**config.mk**
```make
export PLATFORM = sky130hd
export DESIGN_NAME = ttl_jk_array_sync_flat
export DESIGN_NICKNAME = d
export VERILOG_FILES = /design/src/rtl/ttl_jk_array_sync_if.sv /design/src/rtl/ttl_jk_array_sync.sv /design/src/flat_wrapper.sv
export SDC_FILE = /design/constraint.sdc
export NUM_CORES = 1
export LEC_CHECK = 0
export BUFFER_PORTS_ARGS = -buffer_cell sky130_fd_sc_hd__clkbuf_2
export CORE_UTILIZATION = 46
export CTS_BUF_LIST = sky130_fd_sc_hd__clkbuf_2 sky130_fd_sc_hd__clkbuf_4 sky130_fd_sc_hd__clkbuf_8
export CTS_CLUSTER_SIZE = 20
export DETAILED_ROUTE_END_ITERATION = 7
export GPL_TIMING_DRIVEN = 1
export PLACE_DENSITY_LB_ADDON = 0.3
export SETUP_SLACK_MARGIN = 0.15
export SLEW_MARGIN = 10
export SYNTH_ARGS = -nofsm -noshare
export SYNTH_HDL_FRONTEND = slang
export SYNTH_SLANG_ARGS = --single-unit
export TNS_END_PERCENT = 5
```
**constraint.sdc**
```tcl
create_clock -name Clk -period 1.15 [get_ports Clk]
set_clock_uncertainty 0.05 [all_clocks]
set_input_delay 0.1725 -clock Clk [delete_from_list [all_inputs] [get_ports Clk]]
set_output_delay 0.1725 -clock Clk [all_outputs]
set_load 0.005 [all_outputs]
```
**src/rtl/ttl_jk_array_sync_if.sv**
```systemverilog
// Bundles the per-channel control inputs and flip-flop outputs of the
// J-K flip-flop array. The master drives the controls; the slave is the array.
interface ttl_jk_array_sync_if #(
    parameter int CHANNELS = 4
);
    logic [CHANNELS-1:0] CLRn;
    logic [CHANNELS-1:0] PREn;
    logic [CHANNELS-1:0] J;
    logic [CHANNELS-1:0] K;
    logic [CHANNELS-1:0] Cen;
    logic [CHANNELS-1:0] Q;
    logic [CHANNELS-1:0] Qn;
    logic [CHANNELS-1:0] Ev;

    modport master (output CLRn, PREn, J, K, Cen, input Q, Qn, Ev);
    modport slave  (input CLRn, PREn, J, K, Cen, output Q, Qn, Ev);
endinterface

```
**src/rtl/ttl_jk_array_sync.sv**
```systemverilog
// Bank of J-K flip-flops emulating TTL parts on a single system clock.
// Each channel is "clocked" by a trigger level sampled on Clk; an edge on
// that level acts like the part's clock edge. Optional ripple cascading
// drives channel i from the stored state of channel i-1.

// One J-K flip-flop with its trigger history and both-low flag.
module ttl_jk_cell #(
    parameter int   EDGE     = 0,
    parameter int   JKBAR    = 0,
    parameter logic INIT_BIT = 1'b0
) (
    input  logic Clk,
    input  logic Reset,
    input  logic primed,
    input  logic clr_n,
    input  logic pre_n,
    input  logic j,
    input  logic k,
    input  logic tsrc,
    output logic s,
    output logic b,
    output logic ev
);
    localparam logic ACT = (EDGE != 0);

    logic h;
    logic ke;
    logic trig;

    assign ke   = (JKBAR != 0) ? ~k : k;
    // History is only meaningful once primed, so the first cycle never fires.
    assign trig = primed && (h != tsrc) && (tsrc == ACT);

    // State, history and event pulse; clear/preset override any trigger edge.
    always_ff @(posedge Clk or posedge Reset) begin
        if (Reset) begin
            s  <= INIT_BIT;
            b  <= 1'b0;
            ev <= 1'b0;
            h  <= ~ACT;
        end else begin
            h  <= tsrc;
            ev <= 1'b0;
            if (primed) begin
                if (!clr_n && !pre_n) begin
                    s <= 1'b0;
                    b <= 1'b1;
                end else if (!clr_n) begin
                    s <= 1'b0;
                    b <= 1'b0;
                end else if (!pre_n) begin
                    s <= 1'b1;
                    b <= 1'b0;
                end else begin
                    b <= 1'b0;
                    if (trig) begin
                        ev <= 1'b1;
                        case ({j, ke})
                            2'b01:   s <= 1'b0;
                            2'b10:   s <= 1'b1;
                            2'b11:   s <= ~s;
                            default: s <= s;
                        endcase
                    end
                end
            end
        end
    end
endmodule

module ttl_jk_array_sync #(
    parameter int                 CHANNELS = 4,
    parameter int                 EDGE     = 0,
    parameter int                 JKBAR    = 0,
    parameter int                 CASCADE  = 0,
    parameter logic [CHANNELS-1:0] INIT    = {CHANNELS{1'b0}}
) (
    input  logic             Clk,
    input  logic             Reset,
    ttl_jk_array_sync_if.slave bus
);
    logic                primed;
    logic [CHANNELS-1:0] s;
    logic [CHANNELS-1:0] b;
    logic [CHANNELS-1:0] ev;
    logic [CHANNELS-1:0] tsrc;

    // Shared priming flag: set on the first Clk after reset release.
    always_ff @(posedge Clk or posedge Reset) begin
        if (Reset) primed <= 1'b0;
        else       primed <= 1'b1;
    end

    for (genvar i = 0; i < CHANNELS; i++) begin : g_ch
        // Ripple stages follow the registered state of the previous stage.
        if (i == 0) begin : g_src0
            assign tsrc[i] = bus.Cen[i];
        end else begin : g_srcn
            assign tsrc[i] = (CASCADE != 0) ? s[i-1] : bus.Cen[i];
        end

        ttl_jk_cell #(
            .EDGE     (EDGE),
            .JKBAR    (JKBAR),
            .INIT_BIT (INIT[i])
        ) u_cell (
            .Clk    (Clk),
            .Reset  (Reset),
            .primed (primed),
            .clr_n  (bus.CLRn[i]),
            .pre_n  (bus.PREn[i]),
            .j      (bus.J[i]),
            .k      (bus.K[i]),
            .tsrc   (tsrc[i]),
            .s      (s[i]),
            .b      (b[i]),
            .ev     (ev[i])
        );
    end

    // Both outputs high while clear and preset are both held low.
    assign bus.Q  = s | b;
    assign bus.Qn = ~s | b;
    assign bus.Ev = ev;
endmodule

```
**src/flat_wrapper.sv**
```systemverilog
// flat-port wrapper written by rule: the top's interface ports become plain ports
module ttl_jk_array_sync_flat 
#(
    parameter int                 CHANNELS = 4,
    parameter int                 EDGE     = 0,
    parameter int                 JKBAR    = 0,
    parameter int                 CASCADE  = 0,
    parameter logic [CHANNELS-1:0] INIT    = {CHANNELS{1'b0}}
)
  (Clk, Reset, bus_CLRn, bus_PREn, bus_J, bus_K, bus_Cen, bus_Q, bus_Qn, bus_Ev);
  ttl_jk_array_sync_if #(.CHANNELS(CHANNELS)) bus_i ();
  input  logic Clk;
  input  logic Reset;
  input wire logic [$bits(bus_i.CLRn)-1:0] bus_CLRn;
  input wire logic [$bits(bus_i.PREn)-1:0] bus_PREn;
  input wire logic [$bits(bus_i.J)-1:0] bus_J;
  input wire logic [$bits(bus_i.K)-1:0] bus_K;
  input wire logic [$bits(bus_i.Cen)-1:0] bus_Cen;
  output wire logic [$bits(bus_i.Q)-1:0] bus_Q;
  output wire logic [$bits(bus_i.Qn)-1:0] bus_Qn;
  output wire logic [$bits(bus_i.Ev)-1:0] bus_Ev;
  assign bus_i.CLRn = bus_CLRn;
  assign bus_i.PREn = bus_PREn;
  assign bus_i.J = bus_J;
  assign bus_i.K = bus_K;
  assign bus_i.Cen = bus_Cen;
  assign bus_Q = bus_i.Q;
  assign bus_Qn = bus_i.Qn;
  assign bus_Ev = bus_i.Ev;
  ttl_jk_array_sync #(.CHANNELS(CHANNELS), .EDGE(EDGE), .JKBAR(JKBAR), .CASCADE(CASCADE), .INIT(INIT)) u_core (.Clk(Clk), .Reset(Reset), .bus(bus_i));
endmodule
```
==> metrics.md <==
| Metric | Value |
|---|---|
| Die Ht | 48.0 µm |
| Share of the synthesized area in the top cell type | 33.5% |
| Commonest non-fill, non-tap cells in the layout | clkbuf_2, inv_1, dfrtp_1, buf_4 |
| Final worst-path cycle share | 112% |
| RR Startpoint | u_core.g_ch[3].u_cell.h$_DFF_PP1_ |
| Detailed Route WL | 1920 µm |
| CP Cell Sequence | nand2b_4 > o21ai_2 > or3b_1 > o221ai_1 |
| RSZ-0062 raised after global routing | yes |
| Final ANT Viol Nets | 0 |
| NumNets Final | 175 |
| Worst skew pair latency | 0.29 ns |
| Initial Util | 49.1% |
| Mean Syn Cell Area | 10.0 µm² |
| Clk root buf | clkbuf_4 |
| Peak supply drop | 0.984 mV |
| Status | finished with violations |
| Vias per inst | 4.75 |
| First-pass GRT wire length | 2790 µm |
| Placeable Area | 1980 µm² |
| TritonCTS clock tree | built |
| Largest net degree at the start of global routing | 18 |
| Sequential element share of the synthesized area | 44.3% |
| Total CTS buffers | 3 |
| Commonest non-fill, non-tap cell in the layout | clkbuf_2 |
| IO buf count | 33 |
| CP Data Required Time | 1.30 ns |
| DR vias | 813 |
| Pins Over Slew Limit | 0 |
| TritonRoute pass-1 iters | 4 |
| Post-Synthesis Cells | 97 |
| H-tree Lvls | 1 |
| Mapped cell area | 972 µm² |
| FILL cells | 168 |
| Vias in the first global route | 672 |
| Final-report hold violation count | 0 |
| Leak | 0.708 nW |
| Clk sinks | 17 |
| Final instance area | 1380 µm² |
| Fmax | 774 MHz |
| 1st-iter DRT viols | 7 |
| WS Path Type | register to register |
| Synthesized Nets | 127 |
| Synth top area cells | dfrtp_1, dfstp_2, ha_1 |
| Failing checks | setup timing |
| Leading area contributor after synthesis | dfrtp_1 |
| FF+latch area | 432 µm² |
| DIE WIDTH | 48.0 µm |
| Synth cell types | 23 |
| HPWL Detailed | 1460 µm |
| Tot Pwr | 0.00140 W |
| Final Setup Violations | 9 |
| Clock-pin transition on the worst setup and hold timing paths | 0.10 ns |
| N_diodes | 0 |
| Placement Cell Area | 1200 µm² |
| Cell area power density | 1020 nW/µm² |
| Tot GR Track Use | 18.5% |
| WL/cell | 11.2 µm |
| Core Rows | 16 |
| Die area | 2300 µm² |
| Bufs on Longest Clock Path | 2 |
| HP Start | bus_CLRn[1] |
| Area grow syn2layout | 41.4% |
| #FFs+latches synth | 17 |
| # DRC | 0 |
| Largest stage delay on the critical path | 0.56 ns |
| Final worst setup slack | -0.142 ns |
| Initial antenna violation count | 0 |
| Critical Path Start Type | register |
| Fraction of layout cells with a size suffix above 1 | 52.1% |
| Crit path max fanout | 2 |
| Hold Path Class | input port to register |
| Critical path startpoint | u_core.g_ch[3].u_cell.h$_DFF_PP1_ |
| Multi-input gate area | 526 µm² |
| CP endpoint kind | register |
| Slowest-stage cell, CP | dfstp_2 |
| GR Overflow Total | 0 |
| Placer Congestion | 0.701 |
| WP data arrival | 1.44 ns |
| Yosys warnings | 0 |
| Max Cap Violations | 0 |
| I/O pin total | 34 |
| Min Tclk post-route | 1.29 ns |
-- layer usage --
layer | GRT usage (%) | up-vias | part of all wire [%]
met5 | 0 | - | 0
met4 | 6.67 | 0 | 0.73
li1 | - | 411 | -
met1 | 20.5 | 372 | 39
met2 | 33.2 | 28 | 55
met3 | 5.66 | 2 | 5.0
-- final cells by class --
class	count	share of cell area [%]
Clock inverter	1	0.364
Clock buffer	3	1.64
Sequential cell	17	31.4
Multi-Input combinational cell	61	38.2
Tap cell	27	2.46
Inverter	13	3.55
Timing Repair Buffer	49	22.4
-- cell families after synthesis --
family,Yosys count,share of synthesized area (%)
compound gates,12,9.14
fa+ha+maj,8,10.3
buf+inv,19,9.14
flops,17,44.3
mux,4,4.63
other cells,1,0.386
simple gates,36,22.1
-- path summary, 6_finish.rpt --
kind                                                       endpoint  slack, ns  cells past startpoint
worst min-delay path             u_core.g_ch[1].u_cell.ev$_DFF_PP0_       0.07                      3
max in group asynchronous         u_core.g_ch[1].u_cell.h$_DFF_PP1_       0.45                      4
worst max-delay path            u_core.g_ch[3].u_cell.s$_DFFE_PP0P_      -0.14                      4
min in group asynchronous        u_core.g_ch[3].u_cell.ev$_DFF_PP0_       0.35                      4
worst min register to register   u_core.g_ch[1].u_cell.ev$_DFF_PP0_       0.48                      2
worst max register to register  u_core.g_ch[3].u_cell.s$_DFFE_PP0P_      -0.14                      4
-- Yosys cell counts --
library cell	number
dfstp_2	4
nand2b_4	1
or2_2	4
nand4b_1	3
a211oi_1	4
nor3_1	1
nor2b_1	4
nor2_1	7
o221ai_1	4
buf_4	4
dfrtp_1	13
or3b_1	1
mux2_2	4
o21ai_2	1
o21ai_0	3
buf_2	2
ha_1	8
conb_1	1
inv_1	13
nand2_1	4
nand2b_1	7
nand2_4	1
nand3_1	3
-- timing repair --
action                                  4_1_cts  5_1_grt
buffers inserted                              5        0
pin swaps                                     3        2
endpoints found under the setup margin       19       22
gates resized for setup                      14        9
hold buffers                                  5        0
endpoints found under the hold margin        17        0
-- where the power goes --
group          internal [W]  switching, W
sequential         0.000647     0.0000321
clock              0.000129      0.000184
combinational      0.000238      0.000173
total               0.00101      0.000389
-- critical path, delay by kind of cell (launching register included) --
family,cells,cell delay (ns)
compound gates,2,0.19
flops,1,0.56
simple gates,2,0.40
-- metrics by stage --
stage	util (%)	cells	hold WS [ns]	setup TNS, ns	worst slack, ns
final	69.4	171	0.0714	-0.798	-0.142
after global routing	69.4	171	0.0775	-1.42	-0.174
after CTS	68.3	171	0.0609	-0.942	-0.148
after detailed placement	60.4	157	0.121	-0.595	-0.220
after global placement	60.4	157	0.124	-0.348	-0.164
after floorplan	-	97	0.0457	-0.0709	-0.0709
-- flip-flops by register name (all words and copies together), names as in the netlist --
register / count
u_core.g_ch.u_cell.b: 4
u_core.g_ch.u_cell.ev: 4
u_core.g_ch.u_cell.h: 4
u_core.g_ch.u_cell.s: 4
u_core.primed: 1
(Power assumes the default switching activity.)
